## src/rtl/cnn_loader_pkg.sv

```systemverilog
// -----------------------------------------------------------------------------
// cnn_loader_pkg
// Shared definitions for the CNN stream loader:
//   state_t            - loader sequencing states
//   *_DEF localparams  - default weight/image sizes and result timeout
//   *_width functions  - counter widths derived from those sizes
// -----------------------------------------------------------------------------
package cnn_loader_pkg;

    typedef enum logic [2:0] {
        S_IDLE,
        S_LOAD_W,
        S_FILL,
        S_BURST,
        S_WAIT,
        S_HOLD
    } state_t;

    localparam int WEIGHT_BYTES_DEF   = 54;   // 27 conv + 27 fully-connected
    localparam int DATA_BYTES_DEF     = 64;   // 8x8 image, raster order
    localparam int RESULT_TIMEOUT_DEF = 255;  // cycles from S_WAIT entry to give up

    // Weight counter must be able to hold 0..n.
    function automatic int wcnt_width(input int n);
        return (n < 1) ? 1 : $clog2(n + 1);
    endfunction

    // Buffer pointer addresses 0..n-1.
    function automatic int ptr_width(input int n);
        return (n < 2) ? 1 : $clog2(n);
    endfunction

    // Result timer must be able to hold 0..t.
    function automatic int timer_width(input int t);
        return (t < 1) ? 1 : $clog2(t + 1);
    endfunction

endpackage

```

## src/rtl/img_line_buf.sv

```systemverilog
// -----------------------------------------------------------------------------
// img_line_buf
// Single-write / single-read synchronous image buffer (block RAM style).
// Contents are not reset. Read data appears one cycle after the address.
// Ports:
//   clk        in        clock
//   i_wr_en    in   1    write strobe
//   i_wr_addr  in   AW   write address
//   i_wr_data  in   8    write byte
//   i_rd_addr  in   AW   read address (sampled every cycle)
//   o_rd_data  out  8    registered read byte
// -----------------------------------------------------------------------------
module img_line_buf #(
    parameter int DEPTH = 64,
    parameter int AW    = 6
) (
    input  logic          clk,
    input  logic          i_wr_en,
    input  logic [AW-1:0] i_wr_addr,
    input  logic [7:0]    i_wr_data,
    input  logic [AW-1:0] i_rd_addr,
    output logic [7:0]    o_rd_data
);

    logic [7:0] r_mem [DEPTH];
    logic [7:0] r_rd_data;

    always_ff @(posedge clk) begin
        if (i_wr_en) begin
            r_mem[i_wr_addr] <= i_wr_data;
        end
        r_rd_data <= r_mem[i_rd_addr];
    end

    assign o_rd_data = r_rd_data;

endmodule

```

## src/rtl/cnn_stream_loader.sv

```systemverilog
// -----------------------------------------------------------------------------
// cnn_stream_loader
// Host-side driver for the CNN accelerator. Weights from the host stream are
// forwarded one byte at a time; each image is buffered whole and then burst
// to the accelerator with no gaps (its window counter advances on every
// enabled cycle). The single result byte is returned over a valid/ready port.
// Ports:
//   clk, rst                     clock, synchronous active-high reset
//   s_data/s_valid/s_ready       host byte stream (slave)
//   reload_w                     sampled in S_IDLE: 1 = reload weights
//   acc_mode/acc_ram_en/acc_din  accelerator load port (1 = weight RAM)
//   acc_dout/acc_out_flag        accelerator result
//   m_data/m_valid/m_ready       result to host (master)
//   busy                         high outside S_IDLE
//   timeout_err                  sticky result-timeout flag
// -----------------------------------------------------------------------------
module cnn_stream_loader
    import cnn_loader_pkg::*;
#(
    parameter int WEIGHT_BYTES   = WEIGHT_BYTES_DEF,
    parameter int DATA_BYTES     = DATA_BYTES_DEF,
    parameter int RESULT_TIMEOUT = RESULT_TIMEOUT_DEF
) (
    input  logic       clk,
    input  logic       rst,
    input  logic [7:0] s_data,
    input  logic       s_valid,
    output logic       s_ready,
    input  logic       reload_w,
    output logic       acc_mode,
    output logic       acc_ram_en,
    output logic [7:0] acc_din,
    input  logic [7:0] acc_dout,
    input  logic       acc_out_flag,
    output logic [7:0] m_data,
    output logic       m_valid,
    input  logic       m_ready,
    output logic       busy,
    output logic       timeout_err
);

    localparam int WCNT_W = wcnt_width(WEIGHT_BYTES);
    localparam int PTR_W  = ptr_width(DATA_BYTES);
    localparam int TMR_W  = timer_width(RESULT_TIMEOUT);

    state_t            r_state;
    state_t            w_state_next;
    logic              r_w_loaded;
    logic [WCNT_W-1:0] r_wcnt;
    logic [PTR_W-1:0]  r_ptr;
    logic [TMR_W-1:0]  r_timer;

    logic              r_wt_en;
    logic              r_wt_mode;
    logic [7:0]        r_wt_din;
    logic [7:0]        r_m_data;
    logic              r_m_valid;
    logic              r_timeout;

    logic              w_accept;
    logic              w_wt_accept;
    logic              w_wt_last;
    logic              w_fill_wr;
    logic              w_fill_last;
    logic              w_burst_last;
    logic              w_timer_expired;
    logic [PTR_W-1:0]  w_rd_addr;
    logic [7:0]        w_rd_data;

    assign s_ready         = (r_state == S_LOAD_W) || (r_state == S_FILL);
    assign w_accept        = s_valid && s_ready;
    assign w_wt_accept     = (r_state == S_LOAD_W) && w_accept;
    assign w_wt_last       = w_wt_accept && (r_wcnt == WCNT_W'(WEIGHT_BYTES - 1));
    assign w_fill_wr       = (r_state == S_FILL) && w_accept;
    assign w_fill_last     = w_fill_wr && (r_ptr == PTR_W'(DATA_BYTES - 1));
    assign w_burst_last    = (r_state == S_BURST) && (r_ptr == PTR_W'(DATA_BYTES - 1));
    // A flag on the final allowed cycle still wins over the timeout.
    assign w_timer_expired = (r_state == S_WAIT) && !acc_out_flag
                             && (r_timer == TMR_W'(RESULT_TIMEOUT - 1));

    // Read address runs one ahead of the burst pointer so the registered RAM
    // output lines up with r_ptr; address 0 is presented throughout S_FILL so
    // byte 0 is ready on the first burst cycle.
    always_comb begin
        w_rd_addr = '0;
        if (r_state == S_BURST && !w_burst_last) begin
            w_rd_addr = r_ptr + 1'b1;
        end
    end

    img_line_buf #(
        .DEPTH (DATA_BYTES),
        .AW    (PTR_W)
    ) u_buf (
        .clk       (clk),
        .i_wr_en   (w_fill_wr),
        .i_wr_addr (r_ptr),
        .i_wr_data (s_data),
        .i_rd_addr (w_rd_addr),
        .o_rd_data (w_rd_data)
    );

    always_ff @(posedge clk) begin
        if (rst) begin
            r_state <= S_IDLE;
        end else begin
            r_state <= w_state_next;
        end
    end

    always_comb begin
        w_state_next = r_state;
        case (r_state)
            S_IDLE:   w_state_next = (reload_w || !r_w_loaded) ? S_LOAD_W : S_FILL;
            S_LOAD_W: if (w_wt_last)    w_state_next = S_FILL;
            S_FILL:   if (w_fill_last)  w_state_next = S_BURST;
            S_BURST:  if (w_burst_last) w_state_next = S_WAIT;
            S_WAIT: begin
                if (acc_out_flag) begin
                    w_state_next = S_HOLD;
                end else if (w_timer_expired) begin
                    w_state_next = S_IDLE;
                end
            end
            S_HOLD:   if (m_ready)      w_state_next = S_IDLE;
            default:  w_state_next = S_IDLE;
        endcase
    end

    always_ff @(posedge clk) begin
        if (rst) begin
            r_w_loaded <= 1'b0;
            r_wcnt     <= '0;
            r_ptr      <= '0;
            r_timer    <= '0;
            r_wt_en    <= 1'b0;
            r_wt_mode  <= 1'b0;
            r_wt_din   <= '0;
            r_m_data   <= '0;
            r_m_valid  <= 1'b0;
            r_timeout  <= 1'b0;
        end else begin
            // Weight bytes are forwarded with one cycle of latency. Mode
            // follows the strobe, so it only moves while the strobe is low or
            // together with a weight byte, and drops well before any burst.
            r_wt_en   <= w_wt_accept;
            r_wt_mode <= w_wt_accept;
            if (w_wt_accept) begin
                r_wt_din <= s_data;
            end

            case (r_state)
                S_LOAD_W: begin
                    if (w_wt_last) begin
                        r_wcnt     <= '0;
                        r_w_loaded <= 1'b1;
                    end else if (w_wt_accept) begin
                        r_wcnt <= r_wcnt + 1'b1;
                    end
                end
                S_FILL: begin
                    if (w_fill_last) begin
                        r_ptr <= '0;
                    end else if (w_fill_wr) begin
                        r_ptr <= r_ptr + 1'b1;
                    end
                end
                S_BURST: begin
                    r_ptr <= w_burst_last ? '0 : r_ptr + 1'b1;
                end
                default: begin
                    r_wcnt <= '0;
                    r_ptr  <= '0;
                end
            endcase

            if (r_state == S_WAIT) begin
                if (r_timer != '1) begin
                    r_timer <= r_timer + 1'b1;
                end
            end else begin
                r_timer <= '0;
            end

            if (r_state == S_WAIT && acc_out_flag) begin
                r_m_data  <= acc_dout;
                r_m_valid <= 1'b1;
            end else if (r_state == S_HOLD && m_ready) begin
                r_m_valid <= 1'b0;
            end

            if (w_timer_expired) begin
                r_timeout <= 1'b1;
            end
        end
    end

    assign acc_ram_en  = r_wt_en || (r_state == S_BURST);
    assign acc_mode    = r_wt_mode;
    assign acc_din     = (r_state == S_BURST) ? w_rd_data : r_wt_din;
    assign m_data      = r_m_data;
    assign m_valid     = r_m_valid;
    assign busy        = (r_state != S_IDLE);
    assign timeout_err = r_timeout;

endmodule

```

## config.mk

```make
export PLATFORM = sky130hd
export DESIGN_NAME = cnn_stream_loader
export DESIGN_NICKNAME = d
export VERILOG_FILES = /design/src/rtl/cnn_loader_pkg.sv /design/src/rtl/img_line_buf.sv /design/src/rtl/cnn_stream_loader.sv
export SDC_FILE = /design/constraint.sdc
export NUM_CORES = 1
export LEC_CHECK = 0
export CORE_MARGIN = 2
export CORE_UTILIZATION = 35
export DETAILED_ROUTE_END_ITERATION = 7
export HOLD_SLACK_MARGIN = 0.1
export PLACE_DENSITY = 0.5
export SYNTH_ARGS = -nofsm -noshare
export SYNTH_HDL_FRONTEND = slang
export SYNTH_SLANG_ARGS = --single-unit
```

## constraint.sdc

```tcl
create_clock -name clk -period 5.58 [get_ports clk]
set_clock_uncertainty 0.15 [all_clocks]
set_input_delay 1.395 -clock clk [delete_from_list [all_inputs] [get_ports clk]]
set_output_delay 1.395 -clock clk [all_outputs]
set_load 0.005 [all_outputs]
```

==> results of run 1 <==
==> worst max-delay path: cells and delay by family, from the launching register on <==
family | cells | cell delay, ns
AOI/OAI and AO/OA | 4 | 1.27
muxes | 1 | 0.26
and+or+nand+nor | 2 | 1.53
DFF | 1 | 0.70
buffers and inverters | 1 | 0.36
==> per-stage QoR <==
step	hold slack [ns]	setup slack [ns]	area, um^2	instances
finish	0.307	1.12	26000	2552
global route	0.327	0.929	26000	2551
CTS	0.310	1.11	26000	2551
detailed placement	0.300	1.16	24000	2443
global placement	0.293	1.22	24000	2443
floorplan	0.282	2.54	22800	1618
==> cell type report <==
| type | count | area (um^2) |
|---|---|---|
| fillers | 5987 | 38500 |
| flip-flops and latches | 563 | 16400 |
| multi-input cells | 943 | 5830 |
| clock buffers | 70 | 1560 |
| well taps | 855 | 1070 |
| repair buffers | 75 | 668 |
| clock inverters | 38 | 442 |
| inverters | 7 | 26.3 |
| diodes | 1 | 2.50 |
==> cells by family (layout without fill, tap and decap cells) <==
kind of cell | count (synthesis) | count (layout) | synth area share
AOI/OAI and AO/OA | 308 | 308 | 0.0941
xor gates and xnor gates | 13 | 13 | 0.00663
adders and majority gates | 5 | 5 | 0.00274
buffers and inverters | 112 | 190 | 0.0270
DFF | 563 | 563 | 0.719
muxes | 114 | 114 | 0.0545
other | 0 | 1 | 0
and+or+nand+nor | 503 | 503 | 0.0965
==> how the worst min path moves through the flow <==
stage | start | end | slack (ns) | depth (start not counted)
after floorplan | r_w_loaded$_SDFFE_PP0P_ | r_w_loaded$_SDFFE_PP0P_ | 0.28 | 2
after global placement | m_data[7]$_SDFFE_PP0P_ | m_data[7]$_SDFFE_PP0P_ | 0.29 | 2
after detailed placement | m_data[2]$_SDFFE_PP0P_ | m_data[2]$_SDFFE_PP0P_ | 0.30 | 2
after CTS | r_wt_din[5]$_SDFFE_PP0P_ | r_wt_din[5]$_SDFFE_PP0P_ | 0.31 | 2
after global routing | m_data[3]$_SDFFE_PP0P_ | m_data[3]$_SDFFE_PP0P_ | 0.33 | 2
final | r_wt_din[0]$_SDFFE_PP0P_ | r_wt_din[0]$_SDFFE_PP0P_ | 0.31 | 2
==> power by group through the flow <==
stage / combinational, W / sequential, W / clock [W]
after floorplan: 0.000509 / 0.00475 / 0
after global placement: 0.000815 / 0.00479 / 0
after detailed placement: 0.000822 / 0.00479 / 0
after CTS: 0.000823 / 0.00470 / 0.00416
after global routing: 0.000889 / 0.00471 / 0.00432
final: 0.000818 / 0.00470 / 0.00407
==> routing by layer <==
layer,routed length [um],track usage
met1,27500,0.253
met2,29400,0.297
met3,4070,0.0389
met4,1610,0.0548
met5,11,0
==> cells in the mapped netlist (5+ instances only) <==
master       n
mux2_1       5
nand4_1      9
o2111ai_1    7
ha_1         5
dfxtp_1     51
buf_1        9
buf_2       40
nand3_1     41
o21ai_0     47
o21ai_1     13
a221oi_1    37
a32oi_1     12
a221o_1      6
a21oi_1     61
o211ai_1     9
nor2b_1      7
o221ai_1    23
and3_1      35
mux2i_1     77
inv_1        7
nor2_1     119
xor2_1       5
a211o_1      9
or3_1        6
buf_6       15
nand2_1    253
buf_4        8
clkbuf_1    31
a22oi_1     17
mux2_2      27
a31oi_1     23
nor3_1       7
o22ai_1      8
mux4_2       5
xnor2_1      6
a211oi_1     8
o21a_1       8
edfxtp_1   512
==> sequential cells by signal, indices dropped and copies added (netlist names) <==
| register | flops |
|---|---|
| acc_mode | 1 |
| m_data | 8 |
| m_valid | 1 |
| r_ptr | 6 |
| r_state | 3 |
| r_timer | 8 |
| r_w_loaded | 1 |
| r_wcnt | 6 |
| r_wt_din | 8 |
| timeout_err | 1 |
| u_buf.o_rd_data | 8 |
| u_buf.r_mem | 512 |
==> results.json, run 1 <==
{
  "slowest_stage": "nor2_4",
  "hold_violations": 0,
  "synthTopCellsByArea": "edfxtp_1, dfxtp_1, nand2_1",
  "synth_edf_count": 512,
  "antenna_found_initial": 4,
  "swShare": 0.236,
  "r2r-end": "u_buf.o_rd_data[6]$_DFF_P_",
  "setup_viol": 0,
  "ios": 44,
  "syn2layout_area_growth_pct": 13.9,
  "drt-total-wl_mm": 62.6,
  "yosysWarnings": 0,
  "worstSetupEndpointType": "flop",
  "min_path_type": "flop to flop",
  "arrival_ns": 4.77,
  "p_int_w": 0.00733,
  "row_count": 93,
  "status": "finished, final reports clean",
  "worst_slew_pin_slew_ns": 1.04,
  "cts_hold_buffers": 0,
  "reg2reg_from": "r_state[0]$_SDFFE_PP0P_",
  "overflow": 0,
  "die-area_um2": 67300,
  "rr_worst_depth": 8,
  "grt_pass1_vias": 13765,
  "layout_common_cells": "edfxtp_1, nand2_1, nor2_1",
  "setup_tns_ns": 0,
  "p_seq_frac": 0.490,
  "cts-root-buf": "clkbuf_16",
  "p_leak_nw": 8.23,
  "ys.flop_type": "edfxtp_1",
  "die_w_um": 259,
  "clk_latency_ns": 0.63,
  "yosysSeqAreaShare": 0.718,
  "crit_path_end": "u_buf.o_rd_data[6]$_DFF_P_",
  "p_per_area_nw_per_um2": 369,
  "rsz0062_at_grt": "false",
  "grt_first_pass_wirelength_mm": 92.0,
  "fin_crit_ns": 4.46,
  "crit_chain": "nand3b_2 > nor2_4 > buf_4 > mux2i_1 > a221oi_1 > o31a_1 > a311oi_1 > o211ai_1",
  "slew_viol_final": 0,
  "cts_tree": "built",
  "critPathLaunch": "r_state[0]$_SDFFE_PP0P_",
  "antenna_left": 0,
  "async_flop_share": 0,
  "cts_buffers": 59,
  "min_period_over_period": 0.800,
  "syn_avg_cell_area_um2": 14.1,
  "drc": 0,
  "via_count": 13810,
  "place_congestion": 0.854,
  "synth_top_area_frac": 0.674,
  "netlist_instances": 1618,
  "comb_power_share": 0.085,
  "maxSlewHeadroom": 0.304,
  "cts.sinks": 563,
  "ys_ff_latch": 563,
  "grt.total_usage": 0.185,
  "rrSetupSlack_ns": 1.12,
  "syn-num-nets": 1645,
  "drive_above_1_share": 0.108,
  "fmax_mhz": 224,
  "clkPwrFrac": 0.425,
  "post-cts-setup-buffers": 0,
  "wl_per_cell_um": 24.5,
  "layout_commonest_cell": "edfxtp_1",
  "power_switching_w": 0.00226,
  "hpwl_mm": 38.9,
  "core-area_um2": 64500,
  "crit_type": "flop to flop",
  "firstDrtPassIters": 5,
  "ys_types": 75,
  "grt_max_degree": 66,
  "finish.utilization": 0.403,
  "cts-htree-levels": 2,
  "drt_iter0_drc": 1290,
  "peakVddDrop_mv": 0.211,
  "clk_path_buf_depth": 3,
  "required_ns": 5.88,
  "start_util": 0.354,
  "clkSlewWorstSetupHoldPaths_ns": 0.06,
  "synth_area_um2": 22800,
  "worstPathMaxFanout": 23,
  "vias_per_cell": 5.41,
  "drv_cap": 0,
  "io_buffer_count": 43,
  "die_y_um": 259,
  "power_w": 0.00959,
  "cts_resized": 0,
  "nets": 1676,
  "cp-start-kind": "flop",
  "max_stage_delay_ns": 0.95,
  "yosysTopAreaCell": "edfxtp_1"
}
Power figures use the tool's default switching activity.
==> inputs of run 2 (changes only) <==
--- a/config.mk
+++ b/config.mk
@@ -9,7 +9,7 @@
 export CORE_UTILIZATION = 35
 export DETAILED_ROUTE_END_ITERATION = 7
 export HOLD_SLACK_MARGIN = 0.1
-export PLACE_DENSITY = 0.5
+export PLACE_DENSITY = 0.52
 export SYNTH_ARGS = -nofsm -noshare
 export SYNTH_HDL_FRONTEND = slang
 export SYNTH_SLANG_ARGS = --single-unit
==> constraint.sdc (replaced) <==
create_clock -name clk -period 3.7 [get_ports clk]
set_clock_uncertainty 0.15 [all_clocks]
set_input_delay 0.925 -clock clk [delete_from_list [all_inputs] [get_ports clk]]
set_output_delay 0.925 -clock clk [all_outputs]
set_load 0.005 [all_outputs]
==> results.json, run 2 (synthesis results as in run 1) <==
{
  "rrSetupSlack_ns": 0.37,
  "die_w_um": 259,
  "worst_path_most_repeated_cell": "nand2_1",
  "cts_tree": "built",
  "finish.utilization": 0.415,
  "worstSetupEndpointType": "output pin",
  "die-area_um2": 67300,
  "cts-htree-levels": 2,
  "grt_max_degree": 58,
  "peakVddDrop_mv": 0.330,
  "min_period_over_period": 0.920,
  "largest_reg_flops": 512,
  "fillers": 5944,
  "status": "finished, final reports clean",
  "rr_worst_depth": 12,
  "grt_first_pass_wirelength_mm": 90.5,
  "clkSlewWorstSetupHoldPaths_ns": 0.06,
  "antenna_left": 0,
  "cp-start-kind": "flop",
  "cts-root-buf": "clkbuf_16",
  "crit_type": "flop to output pin",
  "path_buf_inv": 1,
  "slowest_stage": "clkdlybuf4s50_1",
  "via_count": 14114,
  "nets": 1790,
  "arrival_ns": 2.33,
  "cts_resized": 0,
  "cts.sinks": 563,
  "hpwl_mm": 40.1,
  "setup_tns_ns": 0,
  "grt_pass1_vias": 13842,
  "firstDrtPassIters": 7,
  "regArea_um2": 16400,
  "worst_slew_pin_slew_ns": 0.889,
  "row_count": 93,
  "max_stage_delay_ns": 0.52,
  "clk_path_buf_depth": 3,
  "hold_path_end": "m_data[7]$_SDFFE_PP0P_",
  "drc": 0,
  "start_util": 0.354,
  "cts_hold_buffers": 0,
  "drv_cap": 0,
  "drt_iter0_drc": 1229,
  "crit_chain": "and3b_2 > nand2_1 > nand2_1 > clkdlybuf4s50_1",
  "required_ns": 2.62,
  "p_leak_nw": 8.73,
  "top_register": "u_buf.r_mem",
  "wl_per_cell_um": 22.8,
  "io_buffer_count": 43,
  "layout_common_cells": "edfxtp_1, nand2_1, buf_4",
  "post-cts-setup-buffers": 0,
  "whs_ns": 0.303,
  "overflow": 0,
  "ios": 44,
  "cpLargestDelayFamily": "simple AND/OR/NAND/NOR gates",
  "worstPathMaxFanout": 13,
  "place_congestion": 0.856,
  "min_path_type": "flop to flop",
  "drt-total-wl_mm": 60.8,
  "fin_crit_ns": 3.40,
  "diodes": 0,
  "power_w": 0.0139,
  "syn2layout_area_growth_pct": 17.2,
  "reg2reg_from": "r_ptr[1]$_SDFFE_PP0P_",
  "multiInputGateArea_um2": 5830,
  "maxSlewHeadroom": 0.405,
  "die_y_um": 259,
  "grt.total_usage": 0.179,
  "antenna_found_initial": 0,
  "vias_per_cell": 5.30,
  "worstHoldStart": "m_data[7]$_SDFFE_PP0P_",
  "core-area_um2": 64500,
  "drive_above_1_share": 0.157,
  "holdPathStages": 2,
  "cts_buffers": 57,
  "hold_violations": 0,
  "clk_latency_ns": 0.60,
  "setup_viol": 0,
  "p_per_area_nw_per_um2": 521,
  "rsz0062_at_grt": "false",
  "r2r-end": "u_buf.o_rd_data[3]$_DFF_P_",
  "slew_viol_final": 0,
  "fmax_mhz": 294,
  "layout_commonest_cell": "edfxtp_1"
}
==> run 2: cell types whose count changed in the layout (fill, tap and decap cells not counted), moves of 3 or more <==
cell | previous run | this run
buf_12 | 3 | 11
buf_4 | 29 | 137
bufinv_16 | 9 | 4
clkbuf_1 | 8 | 12
clkbuf_16 | 60 | 57
clkbuf_8 | 2 | 5
clkinv_1 | 6 | 12
clkinv_2 | 15 | 6
clkinvlp_4 | 3 | 7
==> run 2: worst max-delay path by stage <==
stage	end	from	slack, ns	cells past startpoint
after global placement	u_buf.o_rd_data[3]$_DFF_P_	r_ptr[1]$_SDFFE_PP0P_	0.39	12
after CTS	acc_din[7]	r_state[1]$_SDFFE_PP0P_	0.10	4
after floorplan	r_ptr[3]$_SDFFE_PP0P_	s_valid	1.13	7
final	acc_din[6]	r_state[1]$_SDFFE_PP0P_	0.30	4
after global routing	acc_din[7]	r_state[1]$_SDFFE_PP0P_	0.17	4
after detailed placement	u_buf.o_rd_data[3]$_DFF_P_	r_ptr[1]$_SDFFE_PP0P_	0.35	12
==> run 2: stage by stage <==
stage / worst slack, ns / instances / area, um^2
after floorplan: 1.13 / 1618 / 22800
after global placement: 0.393 / 2559 / 25000
after detailed placement: 0.354 / 2559 / 25000
after CTS: 0.105 / 2662 / 26700
after global routing: 0.173 / 2662 / 26700
final: 0.297 / 2662 / 26700
==> run 2: worst reg2reg max path: cells and delay by family, from the launching register on <==
family,cells,cell delay [ns]
AO/OA/AOI/OAI,2,0.42
XOR/XNOR,1,0.13
adder cells (fa/ha/maj),1,0.29
buffers and inverters,4,1.03
flip-flops,1,0.46
multiplexers,1,0.25
AND/OR/NAND/NOR,3,0.48
==> run 2: area by class of cell <==
cell class,instances,share of cell area
sequential,563,0.613
multi-input combinational,943,0.218
timing repair buffer,191,0.0613
clock buffer,74,0.0576
tap,855,0.0400
clock inverter,29,0.00926
inverter,7,0.000982
==> run 2: where the power goes <==
group | leakage, nW | switching [W] | internal, W
Combinational | 2.87 | 0.000827 | 0.000480
Clock | 0.852 | 0.00237 | 0.00319
Sequential | 5.02 | 0.0000593 | 0.00700
==> run 2: layer usage <==
metal	track usage	part of all wire	vias up	wire [um]
li1	-	-	6472	-
met4	0.0468	0.021	0	1290
met2	0.290	0.47	405	28700
met1	0.256	0.46	7152	27900
met3	0.0233	0.048	85	2890
met5	0	0	-	0
